**src/rtl/spif_common_pkg.sv**
```systemverilog
// Shared event-path definitions for the sensor-interface blocks: event type,
// grant record and the round-robin search used by the event arbiters.
package spif_common_pkg;

    localparam int EVT_BITS   = 32;
    localparam int MAX_INPUTS = 8;

    typedef logic [EVT_BITS-1:0] evt_t;

    typedef struct packed {
        logic       found;
        logic [2:0] idx;
    } grant_t;

    // First requester at or after ptr, wrapping modulo n (n <= MAX_INPUTS).
    function automatic grant_t rr_next_grant(input logic [MAX_INPUTS-1:0] vld,
                                             input logic [2:0]            ptr,
                                             input int                    n);
        grant_t g;
        int     idx;
        g = '0;
        for (int k = 0; k < MAX_INPUTS; k++) begin
            idx = (int'(ptr) + k) % n;
            if (k < n && !g.found && vld[3'(idx)]) begin
                g.found = 1'b1;
                g.idx   = 3'(idx);
            end
        end
        return g;
    endfunction

endpackage

```
**src/rtl/evt_skid_buffer.sv**
```systemverilog
// Two-entry registered FIFO with valid/ready on both sides; input ready comes
// only from registered occupancy, so it never depends on out_rdy_i.
module evt_skid_buffer #(
    parameter int WIDTH = 34
) (
    input  logic             clk,
    input  logic             reset,
    input  logic [WIDTH-1:0] in_data_i,
    input  logic             in_vld_i,
    output logic             in_rdy_o,
    output logic [WIDTH-1:0] out_data_o,
    output logic             out_vld_o,
    input  logic             out_rdy_i
);

    logic [1:0]       occ_q, occ_d;
    logic [WIDTH-1:0] head_q, head_d;
    logic [WIDTH-1:0] tail_q, tail_d;
    logic             push;
    logic             pop;

    assign in_rdy_o   = (occ_q != 2'd2);
    assign out_vld_o  = (occ_q != 2'd0);
    assign out_data_o = head_q;
    assign push       = in_vld_i && in_rdy_o;
    assign pop        = out_vld_o && out_rdy_i;

    always_comb begin
        // NOTE: every next-state signal gets its default first, so no latch is inferred.
        occ_d  = occ_q;
        head_d = head_q;
        tail_d = tail_q;
        unique case ({push, pop})
            2'b10: begin
                if (occ_q == 2'd0) head_d = in_data_i;
                else               tail_d = in_data_i;
                occ_d = occ_q + 2'd1;
            end
            2'b01: begin
                head_d = tail_q;
                occ_d  = occ_q - 2'd1;
            end
            2'b11: begin
                if (occ_q == 2'd1) begin
                    head_d = in_data_i;
                end else begin
                    head_d = tail_q;
                    tail_d = in_data_i;
                end
            end
            default: ;
        endcase
    end

    always_ff @(posedge clk) begin
        if (reset) begin
            occ_q  <= '0;
            // NOTE: the data registers are reset too, so the output bus reads zero out of reset.
            head_q <= '0;
            tail_q <= '0;
        end else begin
            // NOTE: non-blocking assignments for all state, so every flop samples pre-edge values.
            occ_q  <= occ_d;
            head_q <= head_d;
            tail_q <= tail_d;
        end
    end

endmodule

```
**src/rtl/evt_rr_arbiter.sv**
```systemverilog
// Round-robin merge of NUM_INPUTS event sources onto the pkt_assembler event
// input, tagging each event with its source and counting accepts per source.
module evt_rr_arbiter #(
    parameter int NUM_INPUTS = 4,
    parameter int EVT_BITS   = spif_common_pkg::EVT_BITS,
    parameter int SRC_BITS   = $clog2(NUM_INPUTS)
) (
    input  logic                                clk,
    input  logic                                reset,
    input  logic [NUM_INPUTS-1:0][EVT_BITS-1:0] evt_data_in,
    input  logic [NUM_INPUTS-1:0]               evt_vld_in,
    output logic [NUM_INPUTS-1:0]               evt_rdy_out,
    output logic [EVT_BITS-1:0]                 evt_data_out,
    output logic [SRC_BITS-1:0]                 evt_src_out,
    output logic                                evt_vld_out,
    input  logic                                evt_rdy_in,
    output logic [NUM_INPUTS-1:0][31:0]         evt_cnt_out
);

    import spif_common_pkg::grant_t;
    import spif_common_pkg::rr_next_grant;
    import spif_common_pkg::MAX_INPUTS;

    logic [SRC_BITS-1:0]                ptr_q, ptr_d;
    logic [NUM_INPUTS-1:0][31:0]        cnt_q, cnt_d;
    grant_t                             grant;
    logic [SRC_BITS-1:0]                g;
    logic                               buf_rdy;
    logic                               accept;
    logic [EVT_BITS+SRC_BITS-1:0]       push_data;
    logic [EVT_BITS+SRC_BITS-1:0]       head_data;

    assign grant     = rr_next_grant(MAX_INPUTS'(evt_vld_in), 3'(ptr_q), NUM_INPUTS);
    assign g         = SRC_BITS'(grant.idx);
    // Ready is built only from registered state and the granted valid.
    assign accept    = grant.found && buf_rdy && !reset;
    assign push_data = {evt_data_in[g], g};

    always_comb begin
        evt_rdy_out = '0;
        if (accept) evt_rdy_out[g] = 1'b1;
    end

    always_comb begin
        ptr_d = ptr_q;
        cnt_d = cnt_q;
        if (accept) begin
            ptr_d    = (int'(g) == NUM_INPUTS - 1) ? '0 : g + SRC_BITS'(1);
            cnt_d[g] = cnt_q[g] + 32'd1;
        end
    end

    always_ff @(posedge clk) begin
        if (reset) begin
            ptr_q <= '0;
            cnt_q <= '0;
        end else begin
            ptr_q <= ptr_d;
            cnt_q <= cnt_d;
        end
    end

    evt_skid_buffer #(
        .WIDTH(EVT_BITS + SRC_BITS)
    ) u_buf (
        .clk       (clk),
        .reset     (reset),
        .in_data_i (push_data),
        .in_vld_i  (grant.found && !reset),
        .in_rdy_o  (buf_rdy),
        .out_data_o(head_data),
        .out_vld_o (evt_vld_out),
        .out_rdy_i (evt_rdy_in)
    );

    assign evt_data_out = head_data[EVT_BITS+SRC_BITS-1:SRC_BITS];
    assign evt_src_out  = head_data[SRC_BITS-1:0];
    assign evt_cnt_out  = cnt_q;

endmodule
```
**config.mk**
```make
export PLATFORM = sky130hd
export DESIGN_NAME = evt_rr_arbiter
export DESIGN_NICKNAME = d
export VERILOG_FILES = /design/src/rtl/spif_common_pkg.sv /design/src/rtl/evt_skid_buffer.sv /design/src/rtl/evt_rr_arbiter.sv
export SDC_FILE = /design/constraint.sdc
export NUM_CORES = 1
export LEC_CHECK = 0
export CORE_MARGIN = 5
export CORE_UTILIZATION = 25
export DETAILED_ROUTE_END_ITERATION = 12
export PLACE_DENSITY = 0.46
export SLEW_MARGIN = 20
export SYNTH_ARGS = -nofsm -noshare
export SYNTH_HDL_FRONTEND = slang
export SYNTH_SLANG_ARGS = --single-unit
```
**constraint.sdc**
```tcl
create_clock -name clk -period 4.3 [get_ports clk]
set_input_delay 0.645 -clock clk [delete_from_list [all_inputs] [get_ports clk]]
set_output_delay 0.645 -clock clk [all_outputs]
set_load 0.05 [all_outputs]
```
==> flow_metrics.tcl, run 1 <==
set metrics [dict create \
    status "complete, no violations" \
    yosys.area.top_type_share_pct 37.8 \
    grt_pass1_wl_um 67400 \
    antenna_cells 0 \
    fin_setup_tns_ns 0 \
    slew_viol_final 0 \
    mappedNetlistArea_um2 10600 \
    track_usage_pct 18.3 \
    fin_cells 2266 \
    cp-start-kind "input pin" \
    cp.required_ns 3.65 \
    synth-seq-area-share_pct 37.8 \
    setup_violations 0 \
    max-vdd-ir-drop_mv 0.301 \
    skew_ns 0.0106 \
    tritoncts "yes" \
    std_cell_rows 75 \
    utilization_pct 35.5 \
    yosys.cell_types.count 57 \
    dieArea_um2 46600 \
    clock_latency_ns 0.45 \
    grt_start_max_net_pins 93 \
    yosysMostFrequentCell "nand2_1" \
    dr.pass1.iters 5 \
    drv_cap 0 \
    cp-end-kind "primary output" \
    p_per_area_nw_per_um2 737 \
    path_clk_slew_ns 0.07 \
    clock-root-buffer "clkbuf_16" \
    ios 302 \
    yosys-top-cells-count "nand2_1, dfxtp_1, nor2_1" \
    fmax_mhz 245 \
    path_max_fanout 27 \
    post_drt_wl_per_cell_um 19.5 \
    final_layout_size_suffix_gt1_share_pct 7.12 \
    holdPathStages 2 \
    fin_crit_sh_pct 95.1 \
    grt_pass1_vias 10800 \
    synth_nets 1616 \
    final-hold-violation-count 0 \
    gp_congestion 0.823 \
    viasPerCell 5.01 \
    routed_wl_um 44300 \
    syn_to_final_growth_pct 40.5 \
    start_util_pct 25.3 \
    ys_ff_latch 200 \
    die_y_um 216 \
    core_um2 41900 \
    hpwl_um 31600 \
    synth_area_leaders "dfxtp_1, nand2_1, o21ai_0" \
    syn_area_per_cell_um2 7.21 \
    dr.first_iter.drc_count 850 \
    tightest_slew_ns 0.891 \
    post_cts_resize_count 0 \
    synth-main-ff-cell "dfxtp_1" \
    cts_buffer_depth 2 \
    nets 1860 \
    ctsHoldBuffers 0 \
    async_flop_share_pct 0 \
    postRouteAntennaNets 0 \
    yosys_warnings 0 \
    hold_class "flip-flop to flip-flop" \
    synth_edf_count 0 \
    vias 11400 \
    cts_buffers 17 \
    leakage_nw 5.60 \
    h-tree-depth 4 \
    period_minus_slack_ns 4.09 \
    r2r.worst_path.cells 12 \
    port_buffers 301 \
    max_slew_margin_pct 40.6 \
    cp.arrival_ns 3.44 \
    drc 0 \
    cts_setup_buffers 0 \
    clock_sinks 200 \
    antenna_found_initial 0 \
    rsz0062_at_grt "false" \
    yosysTopAreaCell "dfxtp_1" \
    critical_path_class "input pin to primary output" \
    fp.dieW_um 216 \
    post-place-cells 2234 \
    syn_inst 1470 \
    grt_overflow_total 0 \
]
==> flip-flops by register name, indices dropped and copies added, names as in the netlist <==
register	flops
evt_cnt_out	128
ptr_q	2
u_buf.occ_q	2
u_buf.out_data_o	34
u_buf.tail_q	34
==> where the power goes <==
| group | leakage [nW] | total, W | switching (W) | internal, W |
|---|---|---|---|---|
| logic | 3.67 | 0.00643 | 0.00441 | 0.00202 |
| registers | 1.64 | 0.00284 | 0.000439 | 0.00240 |
| clock network | 0.289 | 0.00170 | 0.000777 | 0.000922 |
==> cells by family (layout without fill, tap and decap cells) <==
family | count (synthesis) | after routing | share of synthesized area [%]
XOR/XNOR | 23 | 23 | 1.90
AO/OA/AOI/OAI | 375 | 375 | 21.1
adder cells (fa/ha/maj) | 11 | 11 | 1.30
flip-flops | 200 | 200 | 37.8
buffers and inverters | 149 | 406 | 5.68
multiplexers | 15 | 15 | 1.43
AND/OR/NAND/NOR | 697 | 697 | 30.8
==> layer usage <==
| metal | vias to the layer above | wire (um) | global-route usage, % | share of wire (%) |
|---|---|---|---|---|
| met5 | - | 0 | 0 | 0 |
| met4 | 0 | 1330 | 6.46 | 3.0 |
| met3 | 60 | 2040 | 3.66 | 4.6 |
| met2 | 306 | 20400 | 29.3 | 46 |
| met1 | 5360 | 20500 | 24.5 | 46 |
| li1 | 5630 | - | - | - |
==> cell usage in the layout, fill, tap and decap left out, types with 4 or more instances in the layout <==
cell	instances
clkinv_1	4
o21ai_0	140
clkbuf_16	17
nor3_1	46
a32oi_1	4
nor2b_1	4
xor2_1	6
nor4_2	5
xnor2_1	17
a31oi_1	15
a21oi_1	104
nor4_1	7
clkdlybuf4s50_1	296
dfxtp_1	200
and2_1	10
nand3_1	121
a21o_1	4
o211ai_1	36
buf_12	9
nand2_1	250
nor4_4	4
buf_4	49
a211oi_1	56
o32a_1	4
and3_1	53
inv_1	13
nor2_1	164
ha_1	11
mux2i_1	14
clkinv_2	4
nand4_1	11
==> critical path, cell delays in order <==
cell             delay (ns)
clkdlybuf4s50_1        0.53
nand2_1                0.11
a211o_2                0.40
nand2_4                0.30
inv_2                  0.20
buf_4                  0.28
ha_1                   0.22
nand2_1                0.09
clkinv_1               0.34
buf_12                 0.29
==> final cells by class <==
type,count,area [um^2]
timing repair buffer,354,3510
multi-input combinational,1121,6020
clock buffer,18,429
inverter,20,75.1
clock inverter,14,170
sequential,200,4000
fill,4435,27100
tap,539,674
==> metrics by stage <==
step           power [W]  area [um^2]  setup WS (ns)  hold WS (ns)
2_1_floorplan    0.00707        10600         0.0491         0.454
3_3_place_gp     0.00930        14300          0.144         0.465
3_5_place_dp     0.00934        14300         0.0377         0.473
4_1_cts           0.0111        14900          0.186         0.491
5_1_grt           0.0117        14900         0.0425         0.511
6_report          0.0110        14900          0.212         0.486
==> path summary, 6_finish.rpt <==
kind	from	to	slack (ns)
setup / recovery	evt_vld_in[0]	evt_rdy_out[3]	0.21
setup reg to reg	ptr_q[1]	evt_cnt_out[26]	0.75
hold reg to reg	u_buf.tail_q[2]	u_buf.tail_q[2]	0.49
hold / removal	u_buf.tail_q[2]	u_buf.tail_q[2]	0.49
(Power assumes the default switching activity.)
==> inputs of run 2 (changes only) <==
Settings changed: PLACE_DENSITY 0.46 to 0.49.
==> flow_metrics.tcl, run 2 (synthesized netlist as in run 1, its figures left out) <==
set metrics [dict create \
    dieArea_um2 46600 \
    top_layer "met4" \
    crit_top_cell "buf_4" \
    post_cts_resize_count 0 \
    cts_buffer_depth 2 \
    nFillCells 4326 \
    holdPathStages 2 \
    dr.pass1.iters 6 \
    crit_chain "clkdlybuf4s50_1, nor2b_1, a21o_1, a211o_2, inv_2, buf_4, ha_1, nand2_1, clkinv_1, buf_4" \
    vias 11500 \
    wl_met1_um 20100 \
    fmax_mhz 243 \
    start_util_pct 25.3 \
    hold_class "flip-flop to flip-flop" \
    drc 0 \
    final_cell_area_um2 14900 \
    core_um2 41900 \
    port_buffers 301 \
    postRouteAntennaNets 0 \
    critPathMaxStageDelay_ns 0.51 \
    cp.arrival_ns 3.48 \
    drv_cap 0 \
    status "complete, no violations" \
    slew_viol_final 0 \
    tritoncts "yes" \
    dr.first_iter.drc_count 962 \
    h-tree-depth 4 \
    max-vdd-ir-drop_mv 0.323 \
    skew_ns 0.0177 \
    path_buf_inv 5 \
    routed_wl_um 44400 \
    leakage_nw 5.62 \
    p_per_area_nw_per_um2 737 \
    track_usage_pct 18.3 \
    grt_pass1_wl_um 67100 \
    std_cell_rows 75 \
    path_max_fanout 39 \
    final_cell_mix "clkdlybuf4s50_1, nand2_1, dfxtp_1, nor2_1, o21ai_0" \
    cp-start-kind "input pin" \
    cp.required_ns 3.65 \
    grt_pass1_vias 10800 \
    setup_violations 0 \
    tightest_slew_ns 0.910 \
    holdWs_ns 0.486 \
    post_drt_wl_per_cell_um 19.6 \
    ctsHoldBuffers 0 \
    multi_input_area_um2 6020 \
    antenna_found_initial 0 \
    clock_latency_ns 0.46 \
    grt_start_max_net_pins 93 \
    layout_commonest_cell "clkdlybuf4s50_1" \
    cts_buffers 17 \
    final-hold-violation-count 0 \
    nets 1862 \
    path_clk_slew_ns 0.07 \
    largest_reg_flops 128 \
    max_slew_margin_pct 39.3 \
    rsz0062_at_grt "false" \
    cts_setup_buffers 0 \
    viasPerCell 5.06 \
    die_y_um 216 \
    ios 302 \
    clock-root-buffer "clkbuf_16" \
    period_minus_slack_ns 4.12 \
    fin_crit_sh_pct 95.9 \
    path_delay_family "buffers and inverters" \
    met3WireLength_um 2090 \
    hpwl_um 31400 \
    cp-end-kind "primary output" \
    gp_congestion 0.844 \
    fin_setup_tns_ns 0 \
    critical_path_class "input pin to primary output" \
    grt_overflow_total 0 \
    final-seq-area_um2 4000 \
    final_layout_size_suffix_gt1_share_pct 7.35 \
    wl_met2_um 20900 \
    crit_slowest_cell "buf_4" \
    place_area_um2 14300 \
    clock_sinks 200 \
    antenna_cells 0 \
    worst-path-stages 10 \
    r2r.worst_path.cells 13 \
    syn_to_final_growth_pct 40.9 \
    fp.dieW_um 216 \
]
[run 2: changes by cell type in the layout (fill, tap and decap cells not counted), moves of 2 or more]
cell	previous run	this run
clkinvlp_4	3	1
clkinv_8	0	4
clkinv_4	0	2
bufinv_16	3	0
inv_12	0	2
inv_8	1	4
clkinv_2	4	0
[run 2: worst paths after layout]
| check | start | end | slack, ns |
|---|---|---|---|
| worst min-delay path | u_buf.tail_q[7] | u_buf.tail_q[7] | 0.49 |
| worst max-delay path | evt_vld_in[2] | evt_rdy_out[1] | 0.18 |
| worst max register to register | ptr_q[0] | evt_cnt_out[121] | 0.71 |
| worst min register to register | u_buf.tail_q[7] | u_buf.tail_q[7] | 0.49 |
[run 2: tightest hold or removal path: stages, from the launching register on]
cell and delay (ns):
dfxtp_1 0.33, a21oi_1 0.06, nor2_1 0.07
[run 2: layer usage]
layer | global-route usage (%) | vias to the layer above
met3 | 3.53 | 59
li1 | - | 5644
met1 | 24.5 | 5452
met5 | 0 | -
met2 | 29.7 | 315
met4 | 6.06 | 0
[run 2: power by group]
group	internal (W)	switching (W)
combinational	0.00205	0.00443
clock	0.000798	0.000883
sequential	0.00240	0.000427
[run 2: area by class of cell]
type                    instances  area share [%]
inverters                      20           0.503
well taps                     539            4.52
flip-flops and latches        200            26.8
multi-input cells            1121            40.4
repair buffers                356            23.7
clock buffers                  17            2.85
clock inverters                15            1.24
[run 2: per-stage QoR]
| step | setup slack [ns] | power (W) | std cells | utilization (%) |
|---|---|---|---|---|
| after global placement | 0.0272 | 0.00932 | 2236 | 34.1 |
| after global routing | 0.0282 | 0.0117 | 2268 | 35.6 |
| after detailed placement | -0.0885 | 0.00937 | 2236 | 34.1 |
| after floorplan | 0.0491 | 0.00707 | 1470 | - |
| after CTS | 0.171 | 0.0111 | 2268 | 35.6 |
| final | 0.178 | 0.0110 | 2268 | 35.6 |
